**config.mk**
```make
export PLATFORM = sky130hd
export DESIGN_NAME = operand_loader_flat
export DESIGN_NICKNAME = d
export VERILOG_FILES = /design/src/rtl/operand_loader_if.sv /design/src/rtl/operand_loader.sv /design/src/flat_wrapper.sv
export SDC_FILE = /design/constraint.sdc
export NUM_CORES = 1
export LEC_CHECK = 0
export CELL_PAD_IN_SITES_DETAIL_PLACEMENT = 1
export CELL_PAD_IN_SITES_GLOBAL_PLACEMENT = 2
export CORE_MARGIN = 2
export CORE_UTILIZATION = 34
export CTS_CLUSTER_DIAMETER = 60
export DETAILED_ROUTE_END_ITERATION = 12
export PLACE_DENSITY = 0.79
export RECOVER_POWER = 100
export SLEW_MARGIN = 15
export SYNTH_ARGS = -nofsm -noshare
export SYNTH_HDL_FRONTEND = slang
export SYNTH_SLANG_ARGS = --single-unit
```
**constraint.sdc**
```tcl
create_clock -name clk -period 1.55 [get_ports clk]
set_input_delay 0.31 -clock clk [delete_from_list [all_inputs] [get_ports clk]]
set_output_delay 0.31 -clock clk [all_outputs]
set_load 0.05 [all_outputs]
```
**src/rtl/operand_loader_if.sv**
```systemverilog
`default_nettype none
// +----------------------------------------------------------------------+
// | operand_loader_if : beat stream in, operand pair out                 |
// | Revision 1.0                                                         |
// +----------------------------------------------------------------------+
interface operand_loader_if #(
  parameter int DATA_W = 32,
  parameter int IN_W   = 8
);
  logic [IN_W-1:0]   in_data;
  logic              in_valid;
  logic              in_ready;
  logic [DATA_W-1:0] A;
  logic [DATA_W-1:0] B;
  logic              out_valid;
  logic              out_ready;

  modport master (
    output in_data, in_valid, out_ready,
    input  in_ready, A, B, out_valid
  );

  modport slave (
    input  in_data, in_valid, out_ready,
    output in_ready, A, B, out_valid
  );
endinterface
`default_nettype wire

```
**src/rtl/operand_loader.sv**
```systemverilog
`default_nettype none
// +----------------------------------------------------------------------+
// | operand_loader : assembles A/B operands from narrow beats and        |
// | presents them as a registered pair. OPERAND_LOADER_MSB_FIRST_EN      |
// | selects MSB-first beat order (default LSB-first).                    |
// | Revision 1.0                                                         |
// +----------------------------------------------------------------------+
module operand_loader #(
  parameter int DATA_W = 32,
  parameter int IN_W   = 8,
  localparam int BEATS = DATA_W / IN_W,
  localparam int CW    = (BEATS > 1) ? $clog2(BEATS) : 1
) (
  input  wire logic          clk,
  input  wire logic          rst_n,
  input  wire logic          clear,
  operand_loader_if.slave    bus,
  output      logic [CW-1:0] beat_cnt,
  output      logic          loading_b
);

  typedef enum logic [1:0] {
    S_LOAD_A  = 2'd0,
    S_LOAD_B  = 2'd1,
    S_PRESENT = 2'd2
  } state_t;

  localparam logic [CW-1:0] C_LAST = CW'(BEATS - 1);

  state_t              r_state;
  logic [CW-1:0]       r_beat_cnt;
  logic [DATA_W-1:0]   r_shift_a;
  logic [DATA_W-1:0]   r_shift_b;
  logic [DATA_W-1:0]   r_a;
  logic [DATA_W-1:0]   r_b;
  logic                r_out_valid;
  logic                r_in_ready;
  logic                r_loading_b;

  logic                w_accept;
  logic                w_last;
  logic [DATA_W-1:0]   w_shift_a_nxt;
  logic [DATA_W-1:0]   w_shift_b_nxt;

  assign w_accept = bus.in_valid && r_in_ready;
  assign w_last   = (r_beat_cnt == C_LAST);

`ifdef OPERAND_LOADER_MSB_FIRST_EN
  assign w_shift_a_nxt = {r_shift_a[DATA_W-IN_W-1:0], bus.in_data};
  assign w_shift_b_nxt = {r_shift_b[DATA_W-IN_W-1:0], bus.in_data};
`else
  assign w_shift_a_nxt = {bus.in_data, r_shift_a[DATA_W-1:IN_W]};
  assign w_shift_b_nxt = {bus.in_data, r_shift_b[DATA_W-1:IN_W]};
`endif

  // in_ready and out_valid are registered alongside the state so they
  // always match it without a decode path on the outputs.
  always_ff @(posedge clk or negedge rst_n) begin
    if (!rst_n) begin
      r_state     <= S_LOAD_A;
      r_beat_cnt  <= '0;
      r_shift_a   <= '0;
      r_shift_b   <= '0;
      r_a         <= '0;
      r_b         <= '0;
      r_out_valid <= 1'b0;
      r_in_ready  <= 1'b1;
      r_loading_b <= 1'b0;
    end else if (clear) begin
      r_state     <= S_LOAD_A;
      r_beat_cnt  <= '0;
      r_shift_a   <= '0;
      r_shift_b   <= '0;
      r_out_valid <= 1'b0;
      r_in_ready  <= 1'b1;
      r_loading_b <= 1'b0;
    end else begin
      case (r_state)
        S_LOAD_A: begin
          if (w_accept) begin
            r_shift_a <= w_shift_a_nxt;
            if (w_last) begin
              r_beat_cnt  <= '0;
              r_state     <= S_LOAD_B;
              r_loading_b <= 1'b1;
            end else begin
              r_beat_cnt <= r_beat_cnt + CW'(1);
            end
          end
        end
        S_LOAD_B: begin
          if (w_accept) begin
            r_shift_b <= w_shift_b_nxt;
            if (w_last) begin
              r_beat_cnt  <= '0;
              r_a         <= r_shift_a;
              r_b         <= w_shift_b_nxt;
              r_state     <= S_PRESENT;
              r_out_valid <= 1'b1;
              r_in_ready  <= 1'b0;
              r_loading_b <= 1'b0;
            end else begin
              r_beat_cnt <= r_beat_cnt + CW'(1);
            end
          end
        end
        S_PRESENT: begin
          // A/B stay as presented until the next pair lands.
          if (bus.out_ready) begin
            r_state     <= S_LOAD_A;
            r_shift_a   <= '0;
            r_shift_b   <= '0;
            r_out_valid <= 1'b0;
            r_in_ready  <= 1'b1;
          end
        end
        default: begin
          r_state     <= S_LOAD_A;
          r_beat_cnt  <= '0;
          r_out_valid <= 1'b0;
          r_in_ready  <= 1'b1;
          r_loading_b <= 1'b0;
        end
      endcase
    end
  end

  assign bus.in_ready  = r_in_ready;
  assign bus.out_valid = r_out_valid;
  assign bus.A         = r_a;
  assign bus.B         = r_b;
  assign beat_cnt      = r_beat_cnt;
  assign loading_b     = r_loading_b;

endmodule
`default_nettype wire

```
**src/flat_wrapper.sv**
```systemverilog
// flat-port wrapper written by rule: the top's interface ports become plain ports
module operand_loader_flat 
#(
  parameter int DATA_W = 32,
  parameter int IN_W   = 8,
  localparam int BEATS = DATA_W / IN_W,
  localparam int CW    = (BEATS > 1) ? $clog2(BEATS) : 1
)
  (clk, rst_n, clear, beat_cnt, loading_b, bus_in_data, bus_in_valid, bus_out_ready, bus_in_ready, bus_A, bus_B, bus_out_valid);
  operand_loader_if #(.DATA_W(DATA_W), .IN_W(IN_W)) bus_i ();
  input  wire logic clk;
  input  wire logic rst_n;
  input  wire logic clear;
  output      logic [CW-1:0] beat_cnt;
  output      logic loading_b;
  input wire logic [$bits(bus_i.in_data)-1:0] bus_in_data;
  input wire logic [$bits(bus_i.in_valid)-1:0] bus_in_valid;
  input wire logic [$bits(bus_i.out_ready)-1:0] bus_out_ready;
  output wire logic [$bits(bus_i.in_ready)-1:0] bus_in_ready;
  output wire logic [$bits(bus_i.A)-1:0] bus_A;
  output wire logic [$bits(bus_i.B)-1:0] bus_B;
  output wire logic [$bits(bus_i.out_valid)-1:0] bus_out_valid;
  assign bus_i.in_data = bus_in_data;
  assign bus_i.in_valid = bus_in_valid;
  assign bus_i.out_ready = bus_out_ready;
  assign bus_in_ready = bus_i.in_ready;
  assign bus_A = bus_i.A;
  assign bus_B = bus_i.B;
  assign bus_out_valid = bus_i.out_valid;
  operand_loader #(.DATA_W(DATA_W), .IN_W(IN_W)) u_core (.clk(clk), .rst_n(rst_n), .clear(clear), .bus(bus_i), .beat_cnt(beat_cnt), .loading_b(loading_b));
endmodule
```
==> results of run 1 <==
timing repair:
action,CTS,global route
endpoints found under the hold margin,32,0
hold buffers,1,0
endpoints found under the setup margin,121,121
pin swaps,0,4
gates resized for setup,4,19
cloned,1,2
buffers inserted,1,8
routing by layer:
layer,GRT usage [%],wire length [microns],vias up
li1,-,-,1675
met1,22.2,6510,1860
met2,26.1,6870,64
met3,5.17,515,9
met4,4.54,106,0
met5,0,0,-
final timing paths:
| check | start | to | slack, ns | depth (start not counted) |
|---|---|---|---|---|
| min in group asynchronous | rst_n | u_core.r_shift_a[4]$_DFFE_PN0P_ | 0.60 | 2 |
| max | u_core.bus.in_ready$_DFFE_PN1P_ | u_core.bus.A[7]$_DFFE_PN0P_ | -0.26 | 5 |
| max reg2reg | u_core.bus.in_ready$_DFFE_PN1P_ | u_core.bus.A[7]$_DFFE_PN0P_ | -0.26 | 5 |
| max in group asynchronous | rst_n | u_core.bus.A[2]$_DFFE_PN0P_ | 0.16 | 3 |
| min reg2reg | u_core.r_shift_a[3]$_DFFE_PN0P_ | u_core.bus.A[3]$_DFFE_PN0P_ | 0.50 | 1 |
| min | u_core.r_shift_a[3]$_DFFE_PN0P_ | u_core.bus.A[3]$_DFFE_PN0P_ | 0.50 | 1 |
logic make-up (layout without fill, tap and decap cells):
| logic type | after synthesis | after routing |
|---|---|---|
| compound gates | 13 | 13 |
| simple gates | 125 | 125 |
| flops | 127 | 127 |
| mux | 120 | 120 |
| fa+ha+maj | 2 | 2 |
| buf+inv | 34 | 150 |
worst register-to-register path: cells and delay by family (launching register included):
kind	cells	cell delay [ns]
buffers and inverters	2	0.28
muxes	1	0.33
DFF	1	0.61
and+or+nand+nor	2	0.47
metrics by stage:
| step | setup TNS, ns | instance area, sq um | cells | power [mW] |
|---|---|---|---|---|
| global placement | -37.42 | 7470 | 716 | 3.89 |
| floorplan | -18.00 | 5670 | 421 | 3.65 |
| CTS | -22.00 | 8070 | 750 | 7.63 |
| detailed placement | -40.85 | 7470 | 716 | 3.90 |
| finish | -23.27 | 7180 | 757 | 7.51 |
| global route | -29.14 | 7180 | 757 | 7.80 |
cell usage after synthesis (2+ instances only):
cell and count:
ha_1 2, nor2_1 2, nand2b_1 2, dfrtp_1 126, mux2i_1 56, nand2_1 59, nand3_1 53, mux2_4 60
o21ai_0 3, buf_2 7, buf_12 7, clkbuf_1 11, buf_1 2, buf_4 5, a21oi_1 4, nand3b_1 3
mux2_2 4
cell type report:
cell class                 instances  area, sq um  share of cell area, %
inverter                           2         8.76                  0.122
clock inverter                     8         65.1                  0.907
sequential                       127         3190                   44.4
tap                              220          275                   3.84
multi-input combinational        260         2230                   31.0
clock buffer                      23          478                   6.66
timing repair buffer             117          938                   13.1
power by group:
part	switching, mW	internal [mW]
clock	1.39	2.30
combinational	0.261	0.163
sequential	0.0400	3.36
sequential cells by signal, summed over array words and instances (netlist names):
register	cells
u_core.bus.A	32
u_core.beat_cnt	2
u_core.r_shift_a	32
u_core.r_shift_b	24
u_core.loading_b	1
u_core.bus.B	32
u_core.r_state	2
u_core.bus.in_ready	1
u_core.bus.out_valid	1
==> flow_metrics.py, run 1 <==
metrics = {
    "worst_hold_path": {
        "min_path_type": "reg -> reg",
    },
    "critical_path": {
        "arrival_ns": 2.11,
        "startpoint_type": "flip-flop",
        "cp_slowest_stage_delay_ns": 0.61,
        "path_buf_inv": 2,
        "cp.required_ns": 1.85,
        "cp-end-kind": "flip-flop",
        "cp_cell_sequence": "and3b_1 > and4_4 > buf_4 > buf_12 > mux2_2",
        "path_delay_family": "flip-flops",
        "crit_type": "reg -> reg",
        "worstPathMaxFanout": 5,
        "cpMaxStageDelayCell": "dfstp_4",
    },
    "synth": {
        "synth-compound-area-share_pct": 1.49,
        "syn_avg_cell_area_sq_um": 13.4,
        "synth_seq_area_share_pct": 56.4,
        "syn-num-nets": 436,
        "synthMuxAreaShare_pct": 26.7,
        "synth_area_leader_cell": "dfrtp_1",
        "ys_types": 32,
        "synthCells": 421,
        "synth_top_family_by_area": "multiplexers",
        "synth_fa_ha_area_share_pct": 0.444,
        "synth_warnings": 0,
        "ys_ff_latch": 127,
        "syn_area_sq_um": 5640,
        "synth_top_area_share_pct": 55.9,
        "ys.flop_type": "dfrtp_1",
        "synthTopCellsByArea": "dfrtp_1 56%, mux2_4 16%, mux2i_1 9.9%",
        "async_flop_share_pct": 100,
        "synth_edf_count": 0,
        "synthSimpleGateAreaFrac_pct": 10.2,
        "synth-xor-area-share_pct": 0,
    },
    "routing": {
        "drt_iter0_drc": 154,
        "vias": 3608,
        "totalWireLength_microns": 14000,
        "via_per_inst": 4.77,
        "drtPass1Iterations": 5,
        "ant_nets": 0,
        "wl_per_cell_microns": 18.5,
        "drc_errors": 0,
    },
    "clock_network": {
        "htree_levels": 4,
        "numCtsBuffers": 17,
        "cts_tree": "built",
        "clk_pin_slew_ns": 0.06,
        "insertion_delay_ns": 0.42,
        "clockBufferDepth": 2,
        "cts-root-buf": "clkbuf_16",
        "cts_sinks": 127,
    },
    "timing": {
        "drv_slew": 0,
        "rsz0062_at_grt": "true",
        "finalSetupViolations": 121,
        "skew_ns": 0.0138,
        "worstMarginPinSlew_ns": 0.977,
        "hold_viol": 0,
        "finalCriticalPeriod_ns": 1.81,
        "timing.hold.ws_ns": 0.504,
        "timing.fmax_mhz": 552,
        "slew_headroom_pct": 34.9,
        "fin_crit_sh_pct": 117,
        "setup_ws_ns": -0.262,
    },
    "floorplan": {
        "start_util_pct": 34.4,
        "rows": 47,
        "die_area_sq_um": 17600,
        "core_sq_um": 16400,
        "die_w_microns": 133,
        "die_h_microns": 133,
        "io_pins": 82,
    },
    "final_layout": {
        "final_common_cell": "dfrtp_1",
        "area_growth_pct": 27.3,
        "final_core_util_pct": 43.7,
        "n_fill_cell": 1714,
        "antenna_cells": 0,
        "layout-drive-gt1-share_pct": 39.1,
        "nets": 540,
        "layout_common_cells": "124 x dfrtp_1, 67 x clkbuf_2, 60 x mux2_4, 59 x nand2_1, 53 x mux2i_1",
    },
    "global_route": {
        "antenna_found_initial": 0,
        "grt_first_pass_wirelength_microns": 22800,
        "grt_usage_pct": 16.6,
        "grt_pass1_vias": 3934,
        "grt_overflow": 0,
        "grt_max_degree": 74,
    },
    "place": {
        "place_hpwl_microns": 9130,
        "place.gp.congestion": 0.731,
        "portBuffers": 81,
        "post-place-ws_ns": -0.453,
    },
    "outcome": {
        "status": "finished with violations",
        "violations": "setup timing",
    },
    "pwr": {
        "p_per_area_nw_per_um2": 1050,
        "ir_drop_v": 0.000783,
        "power_leakage_nw": 3.43,
    },
    "flow_run": {
        "cap_violations": 0,
    },
}
(Power assumes the default switching activity.)
==> inputs of run 2 (changes only) <==
- CORE_ASPECT_RATIO: not set -> 1.25
- CORE_MARGIN: 2 -> not set
==> flow_metrics.py, run 2 (synthesis gave the netlist of run 1 again) <==
metrics = {
    "timing": {
        "drv_slew": 0,
        "rsz0062_at_grt": "true",
        "timing.fmax_mhz": 554,
        "fin_crit_sh_pct": 116,
        "worstMarginPinSlew_ns": 1.12,
        "finalCriticalPeriod_ns": 1.80,
        "skew_ns": 0.00879,
        "slew_headroom_pct": 25.1,
        "finalSetupViolations": 121,
        "setup_ws_ns": -0.254,
        "hold_viol": 0,
    },
    "place": {
        "dpl-instance-area_sq_um": 7460,
        "place.gp.congestion": 0.766,
        "portBuffers": 81,
        "place_hpwl_microns": 8900,
        "dp_cells": 710,
    },
    "critical_path": {
        "cp_cell_sequence": "and3b_2 > and4_4 > buf_8 > mux2_4",
        "cp_slowest_stage_delay_ns": 0.61,
        "startpoint_type": "flip-flop",
        "crit_type": "reg -> reg",
        "cp-end-kind": "flip-flop",
        "arrival_ns": 2.10,
        "cpMaxStageDelayCell": "dfstp_4",
        "cp.required_ns": 1.85,
        "path_delay_family": "flip-flops",
        "path_buf_inv": 1,
        "worstPathMaxFanout": 9,
    },
    "floorplan": {
        "start_util_pct": 34.8,
        "die_w_microns": 117,
        "core_sq_um": 16200,
        "rows": 52,
        "io_pins": 82,
        "die_h_microns": 146,
        "die_area_sq_um": 17100,
    },
    "pwr": {
        "p_per_area_nw_per_um2": 1080,
        "seq_power_share_pct": 42.9,
        "switching_share_pct": 21.5,
        "p_int_mw": 6.23,
        "total_power_mw": 7.94,
        "ir_drop_v": 0.000804,
        "p_sw_mw": 1.71,
        "p_clk_share_pct": 51.8,
        "comb_power_share_pct": 5.4,
        "power_leakage_nw": 3.48,
    },
    "global_route": {
        "use_met2_pct": 32.0,
        "grt_pass1_vias": 4049,
        "grt_first_pass_wirelength_microns": 23700,
        "grt_usage_pct": 18.7,
        "use_met1_pct": 23.1,
        "antenna_found_initial": 0,
        "busiest_layer": "met2",
        "grt_overflow": 0,
        "use_met3_pct": 3.79,
        "grt_max_degree": 56,
    },
    "clock_network": {
        "insertion_delay_ns": 0.42,
        "cts_tree": "built",
        "numCtsBuffers": 17,
        "htree_levels": 4,
        "cts_sinks": 127,
        "clk_pin_slew_ns": 0.05,
        "clockBufferDepth": 2,
        "cts-root-buf": "clkbuf_16",
    },
    "final_layout": {
        "nets": 541,
        "antenna_cells": 0,
        "n_fill_cell": 1658,
        "final_core_util_pct": 45.2,
        "finalInstanceArea_sq_um": 7320,
        "area_growth_pct": 29.9,
        "fin_cells": 753,
        "layout-drive-gt1-share_pct": 40.0,
        "final_common_cell": "dfrtp_1",
        "layout_common_cells": "124 x dfrtp_1, 69 x clkbuf_2, 64 x mux2_4, 58 x nand2_1, 52 x nand3_1",
    },
    "outcome": {
        "status": "finished with violations",
        "violations": "setup timing",
    },
    "routing": {
        "drc_errors": 0,
        "wl_per_cell_microns": 20.2,
        "vias": 3756,
        "drt_iter0_drc": 170,
        "via_per_inst": 4.99,
        "drtPass1Iterations": 4,
        "totalWireLength_microns": 15200,
        "ant_nets": 0,
    },
    "worst_hold_path": {
        "min_path_type": "reg -> reg",
    },
    "flow_run": {
        "cap_violations": 0,
    },
}
-- run 2: cell count changes in the layout (fill, tap and decap cells not counted), moves of 3 or more --
cell / delta
clkinv_2: -4
buf_6: +3
mux2_2: -4
buf_4: -8
mux2_4: +4
-- run 2: per-layer routing --
| metal | vias up | routed length (microns) |
|---|---|---|
| met5 | - | 0 |
| met4 | 0 | 193 |
| met3 | 16 | 419 |
| met2 | 63 | 8230 |
| met1 | 2003 | 6380 |
| li1 | 1674 | - |
-- run 2: final timing paths --
path / from / end / slack (ns) / depth (start not counted)
max: u_core.bus.in_ready$_DFFE_PN1P_ / u_core.bus.A[27]$_DFFE_PN0P_ / -0.25 / 4
min: u_core.r_shift_a[3]$_DFFE_PN0P_ / u_core.bus.A[3]$_DFFE_PN0P_ / 0.51 / 1
max reg2reg: u_core.bus.in_ready$_DFFE_PN1P_ / u_core.bus.A[27]$_DFFE_PN0P_ / -0.25 / 4
min reg2reg: u_core.r_shift_a[3]$_DFFE_PN0P_ / u_core.bus.A[3]$_DFFE_PN0P_ / 0.51 / 1
max in group asynchronous: rst_n / u_core.r_shift_b[16]$_DFFE_PN0P_ / 0.10 / 3
min in group asynchronous: rst_n / u_core.bus.B[25]$_DFFE_PN0P_ / 0.64 / 2
-- run 2: area by class of cell --
type	instances	area [sq um]	share of cell area, %
clock buffers	24	502	6.85
flip-flops and latches	127	3190	43.5
multi-input cells	261	2260	30.9
clock inverters	6	105	1.44
well taps	216	270	3.69
inverters	2	8.76	0.120
repair buffers	117	987	13.5
-- run 2: worst register-to-register path: stages, from the launching register on --
cell,delay [ns]
dfstp_4,0.61
and3b_2,0.22
and4_4,0.34
buf_8,0.18
mux2_4,0.32
-- run 2: power groups by stage --
stage	Combinational, mW	Clock (mW)	Sequential, mW
6_report	0.426	4.11	3.40
3_5_place_dp	0.442	0	3.46
2_1_floorplan	0.160	0	3.49
5_1_grt	0.463	4.31	3.41
3_3_place_gp	0.431	0	3.46
4_1_cts	0.456	4.17	3.41
-- run 2: stage by stage --
step | hold slack (ns) | setup TNS, ns | setup slack [ns]
6_report | 0.507 | -21.09 | -0.254
5_1_grt | 0.527 | -34.82 | -0.290
4_1_cts | 0.386 | -21.09 | -0.249
3_5_place_dp | 0.263 | -38.07 | -0.466
3_3_place_gp | 0.256 | -35.59 | -0.431
2_1_floorplan | 0.0144 | -18.00 | -0.283
-- run 2: timing repair --
action,CTS,global route
resized for setup,17,19
pin swaps,1,4
endpoints found under the setup margin,121,125
hold buffers,1,0
setup buffers,6,3
endpoints found under the hold margin,36,0
gates cloned,4,5
==> RTL change: new RTL, config.mk and constraints of run 2 <==
Build with the macro `OPERAND_LOADER_MSB_FIRST_EN` defined.
--- a/src/rtl/operand_loader.sv
+++ b/src/rtl/operand_loader.sv
@@ -7,2 +7,4 @@
 // +----------------------------------------------------------------------+
+`define OPERAND_LOADER_MSB_FIRST_EN
+
 module operand_loader #(
Check against the original RTL: not equivalent (Yosys sat finds a counterexample within 10 cycles, from zero or initial values and one cycle with rst_n low).
==> RTL change against run 2 <==
The flow finishes with violations (design-rule violations, negative setup slack). Sequential cell count is the same. Critical path depth grew 1. Synthesized area shrank 9.2%. Wire length grew 8.5%. Worst setup slack lost 0.087 ns. Cell area grew 0.60%. Power is essentially flat. Critical path type unchanged. Critical endpoint is now u_core.bus.A[31]$_DFFE_PN0P_. Largest power group unchanged.
==> RTL change: results (changes against run 2) <==
Setup path
  – CP top delay family: flip-flops
  – Arrival time worst endpoint: 2.19 ns (+0.09 ns)
  – CP peak stage delay: 0.61 ns (about the same)
  – CP Max Fanout: 9 (unchanged)
  – Slowest cell on crit path: dfstp_4

Pwr
  – P_leak: 3.54 nW (+1.8%)
  – VDD IR-drop max: 0.553 mV (-31%)

CTS
  – Clk Latency, worst-skew pair: 0.42 ns (about the same)
  – Root Driver: clkbuf_16
  – CTS Buf Count: 17 (unchanged)
  – Clock tree buffer depth: 2 (unchanged)
  – H-tree levels: 4 (unchanged)
  – CTS clk-pin slew, worst paths: 0.06 ns

Synth
  – Asr flop ratio synth: 1.00 (unchanged)
  – Synth Area in Compound Gates: 0.0601 (+0.0453)
  – Netlist cell types: 36 (+13%)
  – Sequential-to-total area share from yosys stat: 0.621 (+0.0572)
  – Synth top cells by count: dfrtp_1 (126), mux2_1 (60), nand2_1 (34), mux2i_1 (32), nand3_1 (30)
  – Syn_nets: 384 (-12%)
  – Synth warn: 0 (unchanged)
  – Post-Synth Adder-Cell Area: 0.00489 (+0.000450)
  – Ranking of synthesized cells by area: dfrtp_1 (62%), mux2_1 (13%), mux2i_1 (6.3%)
  – Post-synthesis mux area share: 0.203 (-0.0638)
  – Xor-xnor portion of the synthesized cell area: 0 (unchanged)
  – Synth Instances: 369 (-12%)
  – Main flop type after synthesis: dfrtp_1

Timing
  – Relative slew slack: 0.437 (+0.186)
  – PnR worst setup slack: -0.341 ns (-0.0868 ns)
  – Final setup violation count: 126 (+4.1%)
  – Setup TNS: -32.71 ns (-11.62 ns)
  – Layout Skew: 0.0113 ns (+0.00246 ns)

Placed design
  – Placed Area: 7060 um^2 (-5.4%)
  – DP Wirelength: 8280 um (-7.0%)
  – IO Port Bufs: 81 (unchanged)
  – Final RePlAce weighted congestion: 0.774 (+1.0%)
  – Post-placement cell count: 634 (-11%)

Global route
  – Initial antenna violation count: 0 (unchanged)
  – Global-route wire length before repair: 23300 um (-1.6%)
  – Vias in the first global route: 4015 (-0.84%)
  – Pin count of the biggest net entering global routing: 38 (-32%)
  – GRT Util Overall: 0.198 (+0.0108)
  – Overflow after GRT: 0 (unchanged)

Routing
  – Vias per inst: 5.32 (+6.7%)
  – Drt first pass iters: 8 (+4)
  – DRT iter0 DRCs: 255 (+50%)
  – DRC Markers: 5 (+5)
  – Vias: 3673 (-2.2%)
  – Wirelength per Cell: 23.9 um (+18%)

Outcome
  – Outcome: finished, violations left
  – Failing checks: design-rule violations, negative setup slack

Layout
  – # nets final: 515 (-4.8%)
  – Antenna diodes: 0 (unchanged)
  – Ratio of cells with drive above 1 in the final layout: 0.443 (+0.0430)

Min path
  – Hold crit path type: flip-flop to flip-flop
-- RTL change: power breakdown --
part	switching, mW	internal, mW
clock	1.56	2.52
sequential	0.0417	3.36
combinational	0.275	0.195
total	1.87	6.07
-- RTL change: routing by layer --
metal	vias to the layer above	wire (um)	track usage	share of wire
met5	-	0	0	0
met4	0	349	0.0889	0.021
met3	30	537	0.0354	0.033
met2	112	8740	0.336	0.53
met1	1933	6890	0.245	0.42
li1	1598	-	-	-
-- RTL change: layout make-up --
cell class | instances | area (um^2)
Clock buffer | 17 | 425
Fill cell | 1453 | 7160
Timing Repair Buffer | 138 | 1290
Tap cell | 178 | 223
Clock inverter | 14 | 168
Inverter | 2 | 7.51
Sequential cell | 127 | 3190
Multi-Input combinational cell | 214 | 2070
-- RTL change: cell families (layout without fill, tap and decap cells) --
| logic type | after synthesis | after routing |
|---|---|---|
| multiplexers | 96 | 96 |
| AND/OR/NAND/NOR | 79 | 79 |
| buffers and inverters | 28 | 171 |
| adder cells (fa/ha/maj) | 2 | 2 |
| AO/OA/AOI/OAI | 37 | 37 |
| flip-flops | 127 | 127 |
-- RTL change: path summary, 6_finish.rpt --
path,from,to,slack (ns),depth (start not counted)
max in group asynchronous,rst_n,u_core.bus.B[1]$_DFFE_PN0P_,0.17,3
setup / recovery,u_core.bus.in_ready$_DFFE_PN1P_,u_core.bus.A[31]$_DFFE_PN0P_,-0.34,5
hold / removal,u_core.bus.A[24]$_DFFE_PN0P_,u_core.bus.A[24]$_DFFE_PN0P_,0.49,1
min in group asynchronous,rst_n,u_core.bus.B[18]$_DFFE_PN0P_,0.55,2
hold reg to reg,u_core.bus.A[24]$_DFFE_PN0P_,u_core.bus.A[24]$_DFFE_PN0P_,0.49,1
setup reg to reg,u_core.bus.in_ready$_DFFE_PN1P_,u_core.bus.A[31]$_DFFE_PN0P_,-0.34,5
-- RTL change: timing repair --
| action | 4_1_cts | 5_1_grt |
|---|---|---|
| cloned | 6 | 8 |
| buffers inserted | 4 | 8 |
| hold endpoints to repair | 23 | 0 |
| pin swaps | 1 | 5 |
| setup endpoints to repair | 122 | 123 |
| gates resized for setup | 43 | 47 |
| hold buffers | 1 | 0 |
-- RTL change: per-stage QoR --
stage	worst slack (ns)	hold slack [ns]
floorplan	-0.234	0.0144
global placement	-0.501	0.286
detailed placement	-0.553	0.292
CTS	-0.338	0.390
global route	-0.414	0.512
finish	-0.341	0.488
